===== src/rtl/rns_modulus_seq_pkg.sv =====
// rns_modulus_seq_pkg: FSM state encodings and counter sizing shared by the
// modulo sequencer.
package rns_modulus_seq_pkg;

    typedef enum logic [1:0] {
        ST_IDLE = 2'd0,
        ST_BUSY = 2'd1,
        ST_DONE = 2'd2
    } state_t;

    // Bits needed for a counter that must be able to hold the value n itself.
    function automatic int cnt_width(input int n);
        return $clog2(n + 1);
    endfunction

endpackage


===== src/rtl/rns_mod_step.sv =====
// rns_mod_step: one restoring-division step. The partial remainder has already
// had the next dividend bit shifted in; subtract the modulus if it fits.
module rns_mod_step #(
    parameter int MW = 3
) (
    input  logic [MW:0]   r_in,
    input  logic [MW-1:0] modulus,
    output logic [MW-1:0] r_next,
    output logic          qbit
);

    logic [MW-1:0] diff;

    // The true difference is always below the modulus, so MW bits are enough.
    always_comb begin
        qbit   = (r_in >= {1'b0, modulus});
        diff   = r_in[MW-1:0] - modulus;
        r_next = qbit ? diff : r_in[MW-1:0];
    end

endmodule


===== src/rtl/rns_modulus_seq.sv =====
// rns_modulus_seq: iterative restoring modulo unit, remainder = dividend mod
// modulus, one dividend bit per clock, valid/ready on both sides.
// Optional feature macro: RNS_MOD_QUOTIENT_EN adds the out_quotient port.
//
// state   | meaning
// --------+---------------------------------------------------------------
// ST_IDLE | waiting for operands, in_ready high
// ST_BUSY | shifting dividend bits through the step (skipped in effect for m=0)
// ST_DONE | result registered and held, out_valid high until out_ready
module rns_modulus_seq
    import rns_modulus_seq_pkg::*;
#(
    parameter int DW = 6,
    parameter int MW = 3
) (
    input  logic          clk,
    input  logic          rst_n,
    input  logic          in_valid,
    output logic          in_ready,
    input  logic [DW-1:0] in_dividend,
    input  logic [MW-1:0] in_modulus,
    output logic          out_valid,
    input  logic          out_ready,
    output logic [MW-1:0] out_remainder,
    output logic          out_div_zero
`ifdef RNS_MOD_QUOTIENT_EN
    ,
    output logic [DW-1:0] out_quotient
`endif
);

    localparam int CW = cnt_width(DW);

    state_t        state_q, state_d;
    logic [CW-1:0] cnt_q;
    logic [DW-1:0] dvd_q;
    logic [MW-1:0] mod_q;
    logic [MW-1:0] rem_q;
    logic          dz_q;
    logic [MW:0]   r_shift;
    logic [MW-1:0] r_next;
    logic          qbit;
    logic          accept;
    logic          last;
`ifdef RNS_MOD_QUOTIENT_EN
    logic [DW-1:0] quo_q;
`else
    logic          unused_qbit;
    assign unused_qbit = qbit;
`endif

    assign r_shift   = {rem_q, dvd_q[DW-1]};
    assign in_ready  = (state_q == ST_IDLE);
    assign out_valid = (state_q == ST_DONE);
    assign accept    = in_valid & in_ready;
    assign last      = (cnt_q == CW'(DW));

    rns_mod_step #(.MW(MW)) u_step (
        .r_in    (r_shift),
        .modulus (mod_q),
        .r_next  (r_next),
        .qbit    (qbit)
    );

    // State register.
    always_ff @(posedge clk or negedge rst_n) begin
        if (!rst_n) state_q <= ST_IDLE;
        else        state_q <= state_d;
    end

    // Next-state decode.
    always_comb begin
        state_d = state_q;
        case (state_q)
            ST_IDLE: if (in_valid) state_d = ST_BUSY;
            ST_BUSY: if (last)     state_d = ST_DONE;
            ST_DONE: if (out_ready) state_d = ST_IDLE;
            default: state_d = ST_IDLE;
        endcase
    end

    // Operand capture, iteration and result registration. A zero modulus
    // starts the counter one short of the end so the result appears after
    // two cycles, with the iteration frozen.
    always_ff @(posedge clk or negedge rst_n) begin
        if (!rst_n) begin
            cnt_q         <= '0;
            dvd_q         <= '0;
            mod_q         <= '0;
            rem_q         <= '0;
            dz_q          <= 1'b0;
            out_remainder <= '0;
            out_div_zero  <= 1'b0;
`ifdef RNS_MOD_QUOTIENT_EN
            quo_q         <= '0;
            out_quotient  <= '0;
`endif
        end else if (accept) begin
            dvd_q <= in_dividend;
            mod_q <= in_modulus;
            rem_q <= '0;
            dz_q  <= (in_modulus == '0);
            cnt_q <= (in_modulus == '0) ? CW'(DW - 1) : '0;
`ifdef RNS_MOD_QUOTIENT_EN
            quo_q <= '0;
`endif
        end else if (state_q == ST_BUSY) begin
            if (!last) begin
                cnt_q <= cnt_q + CW'(1);
                if (!dz_q) begin
                    rem_q <= r_next;
                    dvd_q <= {dvd_q[DW-2:0], 1'b0};
`ifdef RNS_MOD_QUOTIENT_EN
                    quo_q <= {quo_q[DW-2:0], qbit};
`endif
                end
            end else begin
                out_remainder <= dz_q ? dvd_q[MW-1:0] : rem_q;
                out_div_zero  <= dz_q;
`ifdef RNS_MOD_QUOTIENT_EN
                out_quotient  <= dz_q ? '0 : quo_q;
`endif
            end
        end
    end

endmodule


===== config.mk =====
export PLATFORM = sky130hd
export DESIGN_NAME = rns_modulus_seq
export DESIGN_NICKNAME = d
export VERILOG_FILES = /design/src/rtl/rns_modulus_seq_pkg.sv /design/src/rtl/rns_mod_step.sv /design/src/rtl/rns_modulus_seq.sv
export SDC_FILE = /design/constraint.sdc
export NUM_CORES = 1
export LEC_CHECK = 0
export ABC_AREA = 1
export CAP_MARGIN = 10
export CORE_UTILIZATION = 65
export DETAILED_ROUTE_END_ITERATION = 12
export DONT_BUFFER_PORTS = 1
export GPL_TIMING_DRIVEN = 0
export PLACE_DENSITY = 0.81
export SYNTH_ARGS = -nofsm -noshare
export SYNTH_HDL_FRONTEND = slang
export SYNTH_SLANG_ARGS = --single-unit

===== constraint.sdc =====
create_clock -name clk -period 4.5 [get_ports clk]
set_clock_uncertainty 0.1 [all_clocks]
set_input_delay 1.35 -clock clk [delete_from_list [all_inputs] [get_ports clk]]
set_output_delay 1.35 -clock clk [all_outputs]
set_load 0.02 [all_outputs]

==> results by group, run 1 <==
Logic synthesis
  • Area contributors post-synth: dfrtp_1 45%, nand2_1 16%, nand3_1 6.5%, nand2_2 5.6%, ha_1 5.1%
  • Mapped Area: around 1200 um2
  • Syn Inst Count: roughly 150
  • Number of flops mapped to enable cells by yosys: 0
  • Largest family of logic cells by synthesized area: simple AND/OR/NAND/NOR gates
  • Synth Area in XOR/XNOR: less than 1%
  • Fraction of synthesized area in multiplexers: 0%
  • Ys Warns: 0
  • Post-synth cell types: 21
  • Yosys reg bits: 22
  • Adder-cell share of the synthesized area: 6.74%
  • Mean area per synthesized cell: 8.33 um2
  • Synth top area share: approximately 45%
  • Leading area contributor after synthesis: dfrtp_1
  • Top cells by count, synth: 53 x nand2_1, 22 x dfrtp_1, 16 x nand3_1
  • Simple-Gate Fraction of Synth Area: about two fifths
  • Top_reg_cell synth: dfrtp_1
  • Most instantiated library cell after synthesis: nand2_1
  • Register area share after synthesis: ~45%
  • Synth async-reset ratio: 100%
  • Synth Net Count: 166
  • Post-synthesis compound-gate area fraction: approximately 3.5%

Clock tree
  • Num CTS Buffers: 3
  • Sink Count: 22
  • Worst-path clk slew: ~0.12 ns
  • Post-CTS Resized: 0
  • CTS tree: done
  • Clock Tree Buf Depth: 2
  • Clk Latency, worst-skew pair: approximately 0.30 ns
  • CTS Root Cell: clkbuf_4
  • CTS H-tree lvls: 1
  • Post-CTS Setup Bufs: 0
  • Hold_buf cts: 0

Worst setup path
  • Req. time, crit path: just over 3 ns
  • Worst EP arrival: 1.17 ns
  • Worst reg2reg path depth: 9
  • Crit path kind: flip-flop to primary output
  • Reg2reg start: dvd_q[5]$_DFFE_PN0P_
  • R2r endpoint: rem_q[0]$_DFFE_PN0P_
  • Critical Path End Type: primary output
  • Worst Setup Start Kind: flip-flop
  • Worst reg2reg setup slack: between 2 and 3 ns
  • CP Max Fanout: 4
  • Worst Setup EP: out_valid
  • Crit path launch: state_q[1]$_DFFE_PN0P_

Worst hold path
  • HP Class: flip-flop to flip-flop

Timing
  • # setup viols final: 0
  • Hold Fails Final Rpt: 0
  • Final setup TNS: 0 ns
  • Pin slew with the least headroom to its limit: around 0.37 ns
  • Minimum clock period: roughly 2.6 ns
  • Unrepaired setup endpoints after global routing: false
  • F_max: between 0.3 and 0.4 GHz
  • Max-slew violations: 0
  • Final period utilization: about three fifths
  • Slew HR: 75.1%

Routing
  • Drt via density: ~5.3
  • Met1 WL: ~1000 um
  • Routed Antenna Nets: 0
  • Met2 wire length: ~1100 um
  • Routed via count: between 900 and 1000
  • Met3 wire len: ~80 um
  • Drt drc: 0
  • Drt total wl: about 2300 um
  • Initial DRC Count: 13
  • Pre-antenna DRT Iters: 4
  • Max layer used: met4
  • Drt wl/cell: 12.8 um

Floorplan
  • Die X: about 45 um
  • Chip height: between 40 and 50 um
  • Row cnt: 15
  • Boundary pin count: 19
  • Core area: about 1700 um2
  • Starting density of the core: ~70%
  • Die ar.: slightly above 2000 um2

Global routing
  • Largest net degree at the start of global routing: 23
  • GRT Residual Overflow: 0
  • Initial antenna violation count: 0
  • Total GRT Usage: between 20% and 30%
  • Vias in the first global route: roughly 880
  • Global-route wire length before repair: 3680 um

Place
  • Placed cell count: roughly 170
  • Port bufs: 0
  • HPWL Detailed: approximately 1700 um
  • Final Wtd Congestion: about 0.86

Final layout
  • Filler cell count: around 130
  • Area delta synth->final: 5.52%
  • Post-route insts no fill: about 180
  • Nets: roughly 170
  • Share of layout cells above drive strength 1: between 15 and 20%
  • Inserted Diodes: 0

Run status
  • Status: finished, final reports clean

Job
  • Max-Cap Viols: 0

Pwr
  • P per Cell Area: a little under 800 nW/um2
  • P_leak: around 0.7 nW
  • Worst IR Drop VDD: about 0.5 mV
==> sequential cells by signal, summed over array words and instances (netlist names) <==
register / count
rem_q: 3
state_q: 2
cnt_q: 3
dvd_q: 6
out_div_zero: 1
dz_q: 1
out_remainder: 3
mod_q: 3
==> power by group <==
part | internal (mW) | switching, mW
Sequential | 0.286 | 0.0924
Clock | 0.0493 | 0.0588
Combinational | 0.188 | 0.333
==> routing by layer <==
metal,track usage [%],vias to the layer above
met5,0,-
met4,12.7,0
met3,3.17,2
met2,41.7,21
met1,33.8,425
li1,-,479
==> placed cells by master, fill, tap and decap left out <==
master    count
nand3_1      16
inv_2         1
nor3_1        2
fa_1          1
nand2_8       2
nor2_4        1
nor2_1        3
clkbuf_4      3
nand2_1      53
o211ai_1      3
inv_1        12
inv_4         1
nand2_2      11
or2_2         3
nor3_2        1
xor2_1        1
o21ai_1       2
o21ai_0       2
nand4_1       4
ha_1          5
clkbuf_8      1
dfrtp_1      22
buf_6         1
==> per-stage QoR <==
| step | setup WS (ns) | hold WS [ns] | util (%) | total power [mW] | instance area (um2) |
|---|---|---|---|---|---|
| 2_1_floorplan | 2.27 | 0.353 | - | 0.797 | 1220 |
| 4_1_cts | 1.87 | 0.413 | 74.1 | 1.01 | 1290 |
| 3_3_place_gp | 2.23 | 0.376 | 72.0 | 0.873 | 1260 |
| 5_1_grt | 1.79 | 0.444 | 74.1 | 1.11 | 1290 |
| 6_report | 1.88 | 0.412 | 74.1 | 1.01 | 1290 |
| 3_5_place_dp | 2.22 | 0.383 | 72.0 | 0.903 | 1260 |
==> area by class of cell <==
cell class	count	area [um2]	share of cell area, %
sequential	22	551	42.6
inverter	14	55.1	4.26
clock buffer	4	36.3	2.81
tap	25	31.3	2.42
multi-input combinational	110	608	47.0
buffer	1	11.3	0.871
==> critical path, cell delays in order (launching register included) <==
cell     delay [ns]
dfrtp_1        0.46
inv_1          0.09
nor2_1         0.31
==> worst min-delay path by stage <==
| stage | depth (start not counted) | to | start |
|---|---|---|---|
| floorplan | 2 | mod_q[0]$_DFFE_PN0P_ | mod_q[0]$_DFFE_PN0P_ |
| CTS | 2 | dvd_q[5]$_DFFE_PN0P_ | dvd_q[5]$_DFFE_PN0P_ |
| detailed placement | 2 | dvd_q[4]$_DFFE_PN0P_ | dvd_q[4]$_DFFE_PN0P_ |
| finish | 2 | dvd_q[5]$_DFFE_PN0P_ | dvd_q[5]$_DFFE_PN0P_ |
| global placement | 2 | dvd_q[3]$_DFFE_PN0P_ | dvd_q[3]$_DFFE_PN0P_ |
| global route | 2 | dvd_q[5]$_DFFE_PN0P_ | dvd_q[5]$_DFFE_PN0P_ |
==> logic make-up (layout without fill, tap and decap cells) <==
| kind of cell | Yosys count | after routing |
|---|---|---|
| flip-flops | 22 | 22 |
| XOR/XNOR | 1 | 1 |
| AO/OA/AOI/OAI | 7 | 7 |
| buffers and inverters | 15 | 19 |
| AND/OR/NAND/NOR | 96 | 96 |
| adder cells (fa/ha/maj) | 6 | 6 |
Note: power is estimated with default switching activity, not from simulation.
==> inputs of run 2 (changes only) <==
--- a/config.mk
+++ b/config.mk
@@ -7,11 +7,11 @@
 export LEC_CHECK = 0
 export ABC_AREA = 1
 export CAP_MARGIN = 10
-export CORE_UTILIZATION = 65
+export CORE_UTILIZATION = 55
 export DETAILED_ROUTE_END_ITERATION = 12
 export DONT_BUFFER_PORTS = 1
 export GPL_TIMING_DRIVEN = 0
-export PLACE_DENSITY = 0.81
+export PLACE_DENSITY = 0.73
 export SYNTH_ARGS = -nofsm -noshare
 export SYNTH_HDL_FRONTEND = slang
 export SYNTH_SLANG_ARGS = --single-unit
==> constraint.sdc (replaced) <==
create_clock -name clk -period 2.2 [get_ports clk]
set_clock_uncertainty 0.1 [all_clocks]
set_input_delay 0.66 -clock clk [delete_from_list [all_inputs] [get_ports clk]]
set_output_delay 0.66 -clock clk [all_outputs]
set_load 0.02 [all_outputs]
==> results by group, run 2 (synthesis results as in run 1) <==
Worst hold path
  • Worst hold path startpoint: in_modulus[0] (was dvd_q[5]$_DFFE_PN0P_)
  • HP Class: primary input to flip-flop (was flip-flop to flip-flop)
  • Hold-critical path depth: 2 (unchanged)
  • Hold endpoint: mod_q[0]$_DFFE_PN0P_ (was dvd_q[5]$_DFFE_PN0P_)

Floorplan
  • Row cnt: 16 (was 15)
  • Die ar.: 2420 um2 (was 2060 um2)
  • Boundary pin count: 19 (unchanged)
  • Starting density of the core: 60.6% (was 70.2%)
  • Core area: 2020 um2 (was 1750 um2)
  • Die X: 49.2 um (was 45.4 um)
  • Chip height: 49.2 um (was 45.4 um)

Place
  • HPWL Detailed: 1700 um (was 1680 um)
  • Place WS: 0.479 ns (was 2.22 ns)
  • Placed cell count: 174 (was 172)
  • Final Wtd Congestion: 0.842 (was 0.865)
  • Port bufs: 0 (unchanged)

Timing
  • F_max: between 0.5 and 0.6 GHz
  • Slew HR: 34.9% (was 75.1%)
  • Max-slew violations: 0 (unchanged)
  • # setup viols final: 0 (unchanged)
  • Hold Fails Final Rpt: 0 (unchanged)
  • Minimum clock period: 1.94 ns
  • Final setup TNS: 0 ns (unchanged)
  • Final period utilization: between 80% and 90%
  • Pin slew with the least headroom to its limit: 0.973 ns (was 0.372 ns)
  • Final worst slack: 0.258 ns (was 1.88 ns)
  • Unrepaired setup endpoints after global routing: false (unchanged)

Clock tree
  • Clk Latency, worst-skew pair: 0.30 ns (about the same)
  • CTS Root Cell: clkbuf_4 (unchanged)
  • Sink Count: 22 (unchanged)
  • CTS tree: done (unchanged)
  • Clock Tree Buf Depth: 2 (unchanged)
  • Post-CTS Setup Bufs: 0 (unchanged)
  • Num CTS Buffers: 3 (unchanged)
  • Worst-path clk slew: 0.12 ns (about the same)
  • CTS H-tree lvls: 1 (unchanged)

Global routing
  • Initial antenna violation count: 0 (unchanged)
  • Vias in the first global route: 922 (was 875)
  • GRT Residual Overflow: 0 (unchanged)
  • Largest net degree at the start of global routing: 23 (unchanged)
  • Total GRT Usage: 21.3% (was 25.7%)
  • Global-route wire length before repair: 3900 um (was 3680 um)

Worst setup path
  • Crit path kind: flip-flop to primary output (unchanged)
  • Reg2reg start: dvd_q[5]$_DFFE_PN0P_ (unchanged)
  • Slowest CP cell: dfrtp_1 (unchanged)
  • Worst-path cell chain: inv_1, nor2_1 (unchanged)
  • Worst reg2reg path depth: 9 (unchanged)
  • Buf/Inv on CP: 1 (unchanged)
  • R2r endpoint: rem_q[2]$_DFFE_PN0P_ (was rem_q[0]$_DFFE_PN0P_)
  • Worst EP arrival: 1.18 ns (was 1.17 ns)
  • CP peak stage delay: 0.46 ns (about the same)
  • Critical Path End Type: primary output (unchanged)
  • Top delay family on crit path: flip-flops (unchanged)
  • Worst Setup Start Kind: flip-flop (unchanged)
  • Worst reg2reg setup slack: 0.45 ns (was 2.71 ns)
  • CP Max Fanout: 4 (unchanged)
  • Req. time, crit path: 1.44 ns (was 3.05 ns)

Routing
  • Routed via count: 959 (was 927)
  • Drt via density: 5.36 (was 5.27)
  • Drt wl/cell: 12.4 um (was 12.8 um)
  • Drt drc: 0 (unchanged)
  • Pre-antenna DRT Iters: 4 (unchanged)
  • Initial DRC Count: 11 (was 13)
  • Drt total wl: 2220 um (was 2250 um)
  • Routed Antenna Nets: 0 (unchanged)

Final layout
  • Multi-input logic area: 608 um2 (unchanged)
  • Max reg flops: 6 (unchanged)
  • Inserted Diodes: 0 (unchanged)
  • Most frequent cells in the layout: 53 x nand2_1, 22 x dfrtp_1, 16 x nand3_1 (unchanged)
  • Area delta synth->final: 6.54% (was 5.52%)
  • Register area: 551 um2 (unchanged)
  • Util after Layout: 64.5% (was 74.1%)
  • Nets: 172 (was 171)
  • Post-route insts no fill: 179 (was 176)
  • Top reg by flops: dvd_q (unchanged)
  • Filler cell count: 180 (was 129)
  • Share of layout cells above drive strength 1: 16.4% (was 16.6%)
  • Commonest non-fill, non-tap cell in the layout: nand2_1 (unchanged)

Pwr
  • P per Cell Area: 1570 nW/um2 (was 780 nW/um2)
  • Worst IR Drop VDD: 0.858 mV (was 0.508 mV)
  • P_leak: 0.704 nW (was 0.699 nW)

Run status
  • Status: finished, final reports clean (unchanged)

Job
  • Max-Cap Viols: 0 (unchanged)
[run 2: timing repair]
action | in CTS | in global routing
resized for setup | 0 | 0
hold buffers | 1 | 0
endpoints found under the hold margin | 22 | 0
endpoints found under the setup margin | 0 | 0
[run 2: how the worst max path moves through the flow]
stage | from | end | slack [ns] | cells past startpoint
2_1_floorplan | dvd_q[5]$_DFFE_PN0P_ | rem_q[0]$_DFFE_PN0P_ | 0.61 | 9
4_1_cts | state_q[1]$_DFFE_PN0P_ | out_valid | 0.26 | 2
3_5_place_dp | dvd_q[5]$_DFFE_PN0P_ | rem_q[2]$_DFFE_PN0P_ | 0.48 | 9
5_1_grt | state_q[1]$_DFFE_PN0P_ | out_valid | 0.18 | 2
3_3_place_gp | dvd_q[5]$_DFFE_PN0P_ | rem_q[0]$_DFFE_PN0P_ | 0.52 | 9
6_report | state_q[1]$_DFFE_PN0P_ | out_valid | 0.26 | 2
[run 2: power by group]
part	total (mW)	internal (mW)	switching [mW]	leakage [nW]
logic	1.06	0.388	0.671	0.403
clock network	0.219	0.101	0.118	0.0210
registers	0.776	0.585	0.191	0.280
total	2.05	1.07	0.980	0.704
[run 2: stage by stage]
stage	cell area [um2]	total power, mW	hold WS, ns
floorplan	1220	1.63	0.264
global placement	1260	1.79	0.265
detailed placement	1260	1.84	0.265
CTS	1310	2.07	0.355
global route	1310	2.26	0.342
finish	1310	2.05	0.358
[run 2: cell type report]
type	instances	share of cell area, %
clock buffers	4	2.78
flip-flops and latches	22	42.2
inverters	14	4.22
multi-input cells	110	46.6
repair buffers	1	0.767
well taps	27	2.59
plain buffers	1	0.863
[run 2: routing by layer]
layer	share of wire [%]	track usage [%]	vias to the layer above
met5	0	0	-
met4	1.8	9.80	0
met3	4.6	4.67	5
met2	47	34.2	27
met1	47	27.3	445
li1	-	-	482
==> variant 1, RTL diff (flow settings as in run 2) <==
Set the parameter `DW` to 12 (it was 6).
--- a/src/rtl/rns_modulus_seq.sv
+++ b/src/rtl/rns_modulus_seq.sv
@@ -12,3 +12,3 @@
 #(
-    parameter int DW = 6,
+    parameter int DW = 12,
     parameter int MW = 3
Ports: changed (resized in_dividend); port bits go from 19 to 25. No check against the original RTL was run, so the function may have changed too.
==> variant 1 against run 2 <==
Routed wire length up 38%. First-iteration DRC count increased by 120%. Setup slack gained 0.041 ns. Area after synthesis grew 27%. Final cell count is 36% higher. Via count grew 35%. Cell area up 28%. Total power grew 20%. Synthesized cell count increased by 39%. Die area is 26% higher. Sequential cell count is 7 higher. Largest cell class is now sequential cells. Largest power group unchanged.
==> variant 1: results (changes against run 2) <==
Outcome
  – Outcome: finished clean (unchanged)

Cells and area
  – Filler instances: 241 (was 180)
  – Diodes inserted: 0 (unchanged)
  – Fraction of layout cells with a size suffix above 1: 0.0935 (was 0.164)
  – Max FFs per register: 12 (was 6)
  – Regs by FF count: dvd_q (12), cnt_q (4)
  – Nets: 238 (was 172)

Synthesis
  – Synth warn: 0 (unchanged)
  – Asr flop ratio synth: 1.00 (unchanged)
  – Synth area leaders: dfrtp_1 (47%), nand2_1 (25%), nand3_1 (6.4%) (was dfrtp_1 (45%), nand2_1 (16%), nand3_1 (6.5%))
  – Syn Nets: 230 (was 166)
  – Mapped Avg Cell Area: 7.59 um^2 (was 8.33 um^2)
  – Seq/Total Area, Yosys: 0.466 (was 0.449)
  – Post-synth top flop: dfrtp_1 (unchanged)
  – Synth top cells by count: nand2_1 (104), dfrtp_1 (29), nand3_1 (20), inv_1 (14), nor2_1 (9) (was nand2_1 (53), dfrtp_1 (22), nand3_1 (16), inv_1 (12), nand2_2 (11))
  – Netlist cell types: 20 (was 21)

Setup path
  – Max stage delay on crit path: 0.44 ns (was 0.46 ns)
  – Crit-path slowest cell: dfrtp_1 (unchanged)
  – Worst-path fanout max: 4 (unchanged)
  – Crit path DAT: 1.14 ns (was 1.18 ns)
  – Cell family with most CP delay: flip-flops (unchanged)

Placed design
  – Area post-placement: 1590 um^2 (was 1260 um^2)
  – DP HPWL: 2310 um (was 1700 um)
  – Setup WS pre-CTS: 0.532 ns (was 0.479 ns)
  – IO buf count: 0 (unchanged)
  – RePlAce Congestion: 0.755 (was 0.842)

GRT
  – Number of global-route vias before repair: 1,226 (was 922)
  – Initial antenna violation count: 0 (unchanged)
  – Maximum number of pins on one net before global-route repair: 30 (was 23)
  – Global-route wire length before repair: 5070 um (was 3900 um)
  – Tot GR Track Use: 0.244 (was 0.213)

Clock network
  – PostCTS Resize Cnt: 0 (unchanged)
  – Setup Fix Bufs, Post-CTS: 0 (unchanged)
  – CTS root buffer: clkbuf_4 (unchanged)
  – H-tree depth reported by CTS: 2 (was 1)
  – CTS buffer count: 5 (was 3)
  – Max Buffers Root-to-Sink: 2 (unchanged)
  – Clk slew on worst S/H paths: 0.09 ns (was 0.12 ns)
  – Latest clock arrival within the worst-skew pair: 0.32 ns (was 0.30 ns)
  – Cts hold-fix bufs: 1 (unchanged)

Power and ir drop
  – Leakage: 0.948 nW (was 0.704 nW)
  – Worst-case vdd ir drop: 1.01 mV (was 0.858 mV)
  – Pwr per Cell Area: 1480 nW/um^2 (was 1570 nW/um^2)

Drt
  – WL/cell: 12.6 um (was 12.4 um)
  – Vias: 1,293 (was 959)
  – 1st-iter DRT viols: 24 (was 11)
  – Vias/cell: 5.30 (was 5.36)
  – First-pass detailed-route iteration total: 4 (unchanged)

Job
  – Max_cap viols: 0 (unchanged)

Min path
  – Hold WC Path Type: input pin to asynchronous set/reset pin (was input pin to flop)

Timing
  – Final Hold Fails: 0 (unchanged)
  – Slew @ Worst Pin: 0.463 ns (was 0.973 ns)
[variant 1: cell types whose count changed after synthesis, moves of 3 or more]
cell	delta
o211ai_1	-3
nand2_1	+51
nand2_2	-9
or2_2	-3
a31oi_1	+3
nand3_1	+4
nor2_1	+6
dfrtp_1	+7
[variant 1: report_power, final]
group	internal, mW	switching [mW]
Combinational	0.452	0.717
Sequential	0.764	0.231
Clock	0.121	0.180
[variant 1: worst paths after layout]
| kind | from | to | slack, ns | depth (start not counted) |
|---|---|---|---|---|
| max | state_q[0]$_DFFE_PN0P_ | out_valid | 0.30 | 1 |
| min | rst_n | state_q[1]$_DFFE_PN0P_ | 0.05 | 1 |
| max reg2reg | dvd_q[11]$_DFFE_PN0P_ | rem_q[2]$_DFFE_PN0P_ | 0.52 | 9 |
| min reg2reg | dvd_q[11]$_DFFE_PN0P_ | dvd_q[11]$_DFFE_PN0P_ | 0.38 | 2 |
| max in group asynchronous | rst_n | dvd_q[4]$_DFFE_PN0P_ | 1.79 | 1 |
| min in group clk | in_modulus[0] | mod_q[0]$_DFFE_PN0P_ | 0.35 | 2 |
[variant 1: cell type report]
cell class                      count  area share
Sequential cell                    29       0.436
Tap cell                           30      0.0225
Timing Repair Buffer                1      0.0120
Inverter                           15      0.0368
Clock inverter                      2     0.00601
Buffer                              6      0.0323
Multi-Input combinational cell    155       0.430
Clock buffer                        6      0.0248
[variant 1: cell families after synthesis]
group | share of synthesized area
AND/OR/NAND/NOR | 0.371
adder cells (fa/ha/maj) | 0.0531
buffers and inverters | 0.0739
AO/OA/AOI/OAI | 0.0249
XOR/XNOR | 0.0113
flip-flops | 0.466
[variant 1: metal layers]
layer  track usage  share of wire  up-vias
met1         0.274           0.42      596
li1              -              -      654
met2         0.428           0.51       36
met3        0.0574          0.048        7
met4         0.121          0.020        0
met5             0              0        -
==> variant 2, RTL diff (settings of run 2) <==
Made on the original files. Re-encode `state_t` (3 states) as one-hot, 3 bits wide.
--- a/src/rtl/rns_modulus_seq_pkg.sv
+++ b/src/rtl/rns_modulus_seq_pkg.sv
@@ -4,6 +4,6 @@
 
-    typedef enum logic [1:0] {
-        ST_IDLE = 2'd0,
-        ST_BUSY = 2'd1,
-        ST_DONE = 2'd2
+    typedef enum logic [2:0] {
+        ST_IDLE = 3'b001,
+        ST_BUSY = 3'b010,
+        ST_DONE = 3'b100
     } state_t;
Behaviour: same outputs for any inputs over 10 cycles, from zero or initial values and one cycle with rst_n low; not proved beyond that.
==> variant 2 against run 2 <==
Sequential cell count increased by 1. Setup slack got worse by 0.15 ns. Cell area increased by 1.4%. Largest power group unchanged. Fmax decreased by 7.1%. Routed wire length decreased by 0.27%. First-iteration DRC count up 73%. Total power fell by 15%. Area after synthesis grew 2.3%.
==> variant 2: results (changes against run 2) <==
Synthesis
  – Seq/Total Area, Yosys: 0.460 (was 0.449)
  – Syn Nets: 181 (was 166)
  – Cells after Synth: 162 (was 147)
  – Synth top cells by count: nand2_1 (80), dfrtp_1 (22), inv_1 (14), o21ai_0 (10) (was nand2_1 (53), dfrtp_1 (22), nand3_1 (16), inv_1 (12), nand2_2 (11))
  – XOR/XNOR share of the synthesized area: 0.0140 (was 0.00715)
  – Mux cell area share after synthesis: 0 (unchanged)
  – Synth area leaders: dfrtp_1 (44%), nand2_1 (24%), ha_1 (5.0%) (was dfrtp_1 (45%), nand2_1 (16%), nand3_1 (6.5%))
  – Compound-cell area share of the yosys netlist: 0.0469 (was 0.0347)
  – Asr flop ratio synth: 1.00 (unchanged)

Min path
  – Hold WC Path Type: input pin to asynchronous set/reset pin (was input pin to flop)

Timing
  – Worst setup margin: 0.110 ns (was 0.258 ns)
  – Slew @ Worst Pin: 0.985 ns (was 0.973 ns)

Cells and area
  – Fraction of layout cells with a size suffix above 1: 0.126 (was 0.164)
  – Filler instances: 182 (was 180)
  – Final non-filler cell total: 194 (was 179)

Placed design
  – Area post-placement: 1290 um^2 (was 1260 um^2)
  – Setup WS pre-CTS: 0.434 ns (was 0.479 ns)
  – DP HPWL: 1690 um (was 1700 um)
  – DP Cell Count: 189 (was 174)
  – RePlAce Congestion: 0.802 (was 0.842)

Drt
  – Vias/cell: 5.01 (was 5.36)
  – 1st-iter DRT viols: 19 (was 11)
  – Routed WL: 2220 um (about the same)

Power and ir drop
  – Worst-case vdd ir drop: 0.794 mV (was 0.858 mV)
  – Leakage: 0.762 nW (was 0.704 nW)

GRT
  – Global-route wire length before repair: 3850 um (was 3900 um)
  – Number of global-route vias before repair: 910 (was 922)
  – Tot GR Track Use: 0.208 (was 0.213)

Setup path
  – Cell family with most CP delay: simple AND/OR/NAND/NOR gates (was flip-flops)
  – Crit-path slowest cell: nor3_1 (was dfrtp_1)
  – Max stage delay on crit path: 0.59 ns (was 0.46 ns)
  – Crit path DAT: 1.33 ns (was 1.18 ns)

Clock network
  – CTS buffer count: 3 (unchanged)

Outcome
  – Outcome: finished clean (unchanged)
[variant 2: path summary, 6_finish.rpt]
| kind | endpoint | slack, ns | cells past startpoint |
|---|---|---|---|
| max in group asynchronous | cnt_q[0]$_DFFE_PN0P_ | 0.55 | 1 |
| hold / removal | state_q[0]$_DFFE_PN1P_ | 0.09 | 0 |
| setup reg to reg | rem_q[2]$_DFFE_PN0P_ | 0.48 | 10 |
| hold reg to reg | dvd_q[3]$_DFFE_PN0P_ | 0.41 | 2 |
| setup / recovery | out_valid | 0.11 | 1 |
| min in group clk | mod_q[0]$_DFFE_PN0P_ | 0.36 | 2 |
[variant 2: routing by layer]
layer / wire (um) / global-route usage / up-vias
li1: - / - / 506
met1: 1130 / 0.291 / 447
met2: 1010 / 0.327 / 16
met3: 60 / 0.0370 / 2
met4: 12 / 0.0667 / 0
met5: 0 / 0 / -
[variant 2: area by class of cell]
type	instances	area, um^2	share of cell area
multi-input cells	118	587	0.443
flip-flops and latches	23	577	0.436
inverters	19	71.3	0.0539
well taps	27	33.8	0.0255
clock buffers	4	26.3	0.0198
plain buffers	2	18.8	0.0142
repair buffers	1	10.0	0.00756
[variant 2: where the power goes]
| group | leakage (nW) | switching, mW | internal, mW |
|---|---|---|---|
| sequential | 0.300 | 0.141 | 0.577 |
| clock | 0.0150 | 0.119 | 0.0705 |
| combinational | 0.446 | 0.520 | 0.314 |
| total | 0.762 | 0.781 | 0.962 |
[variant 2: what timing repair did]
| action | in CTS | in global routing |
|---|---|---|
| endpoints found under the hold margin | 22 | 0 |
| hold buffers | 1 | 0 |
| gates resized for setup | 0 | 0 |
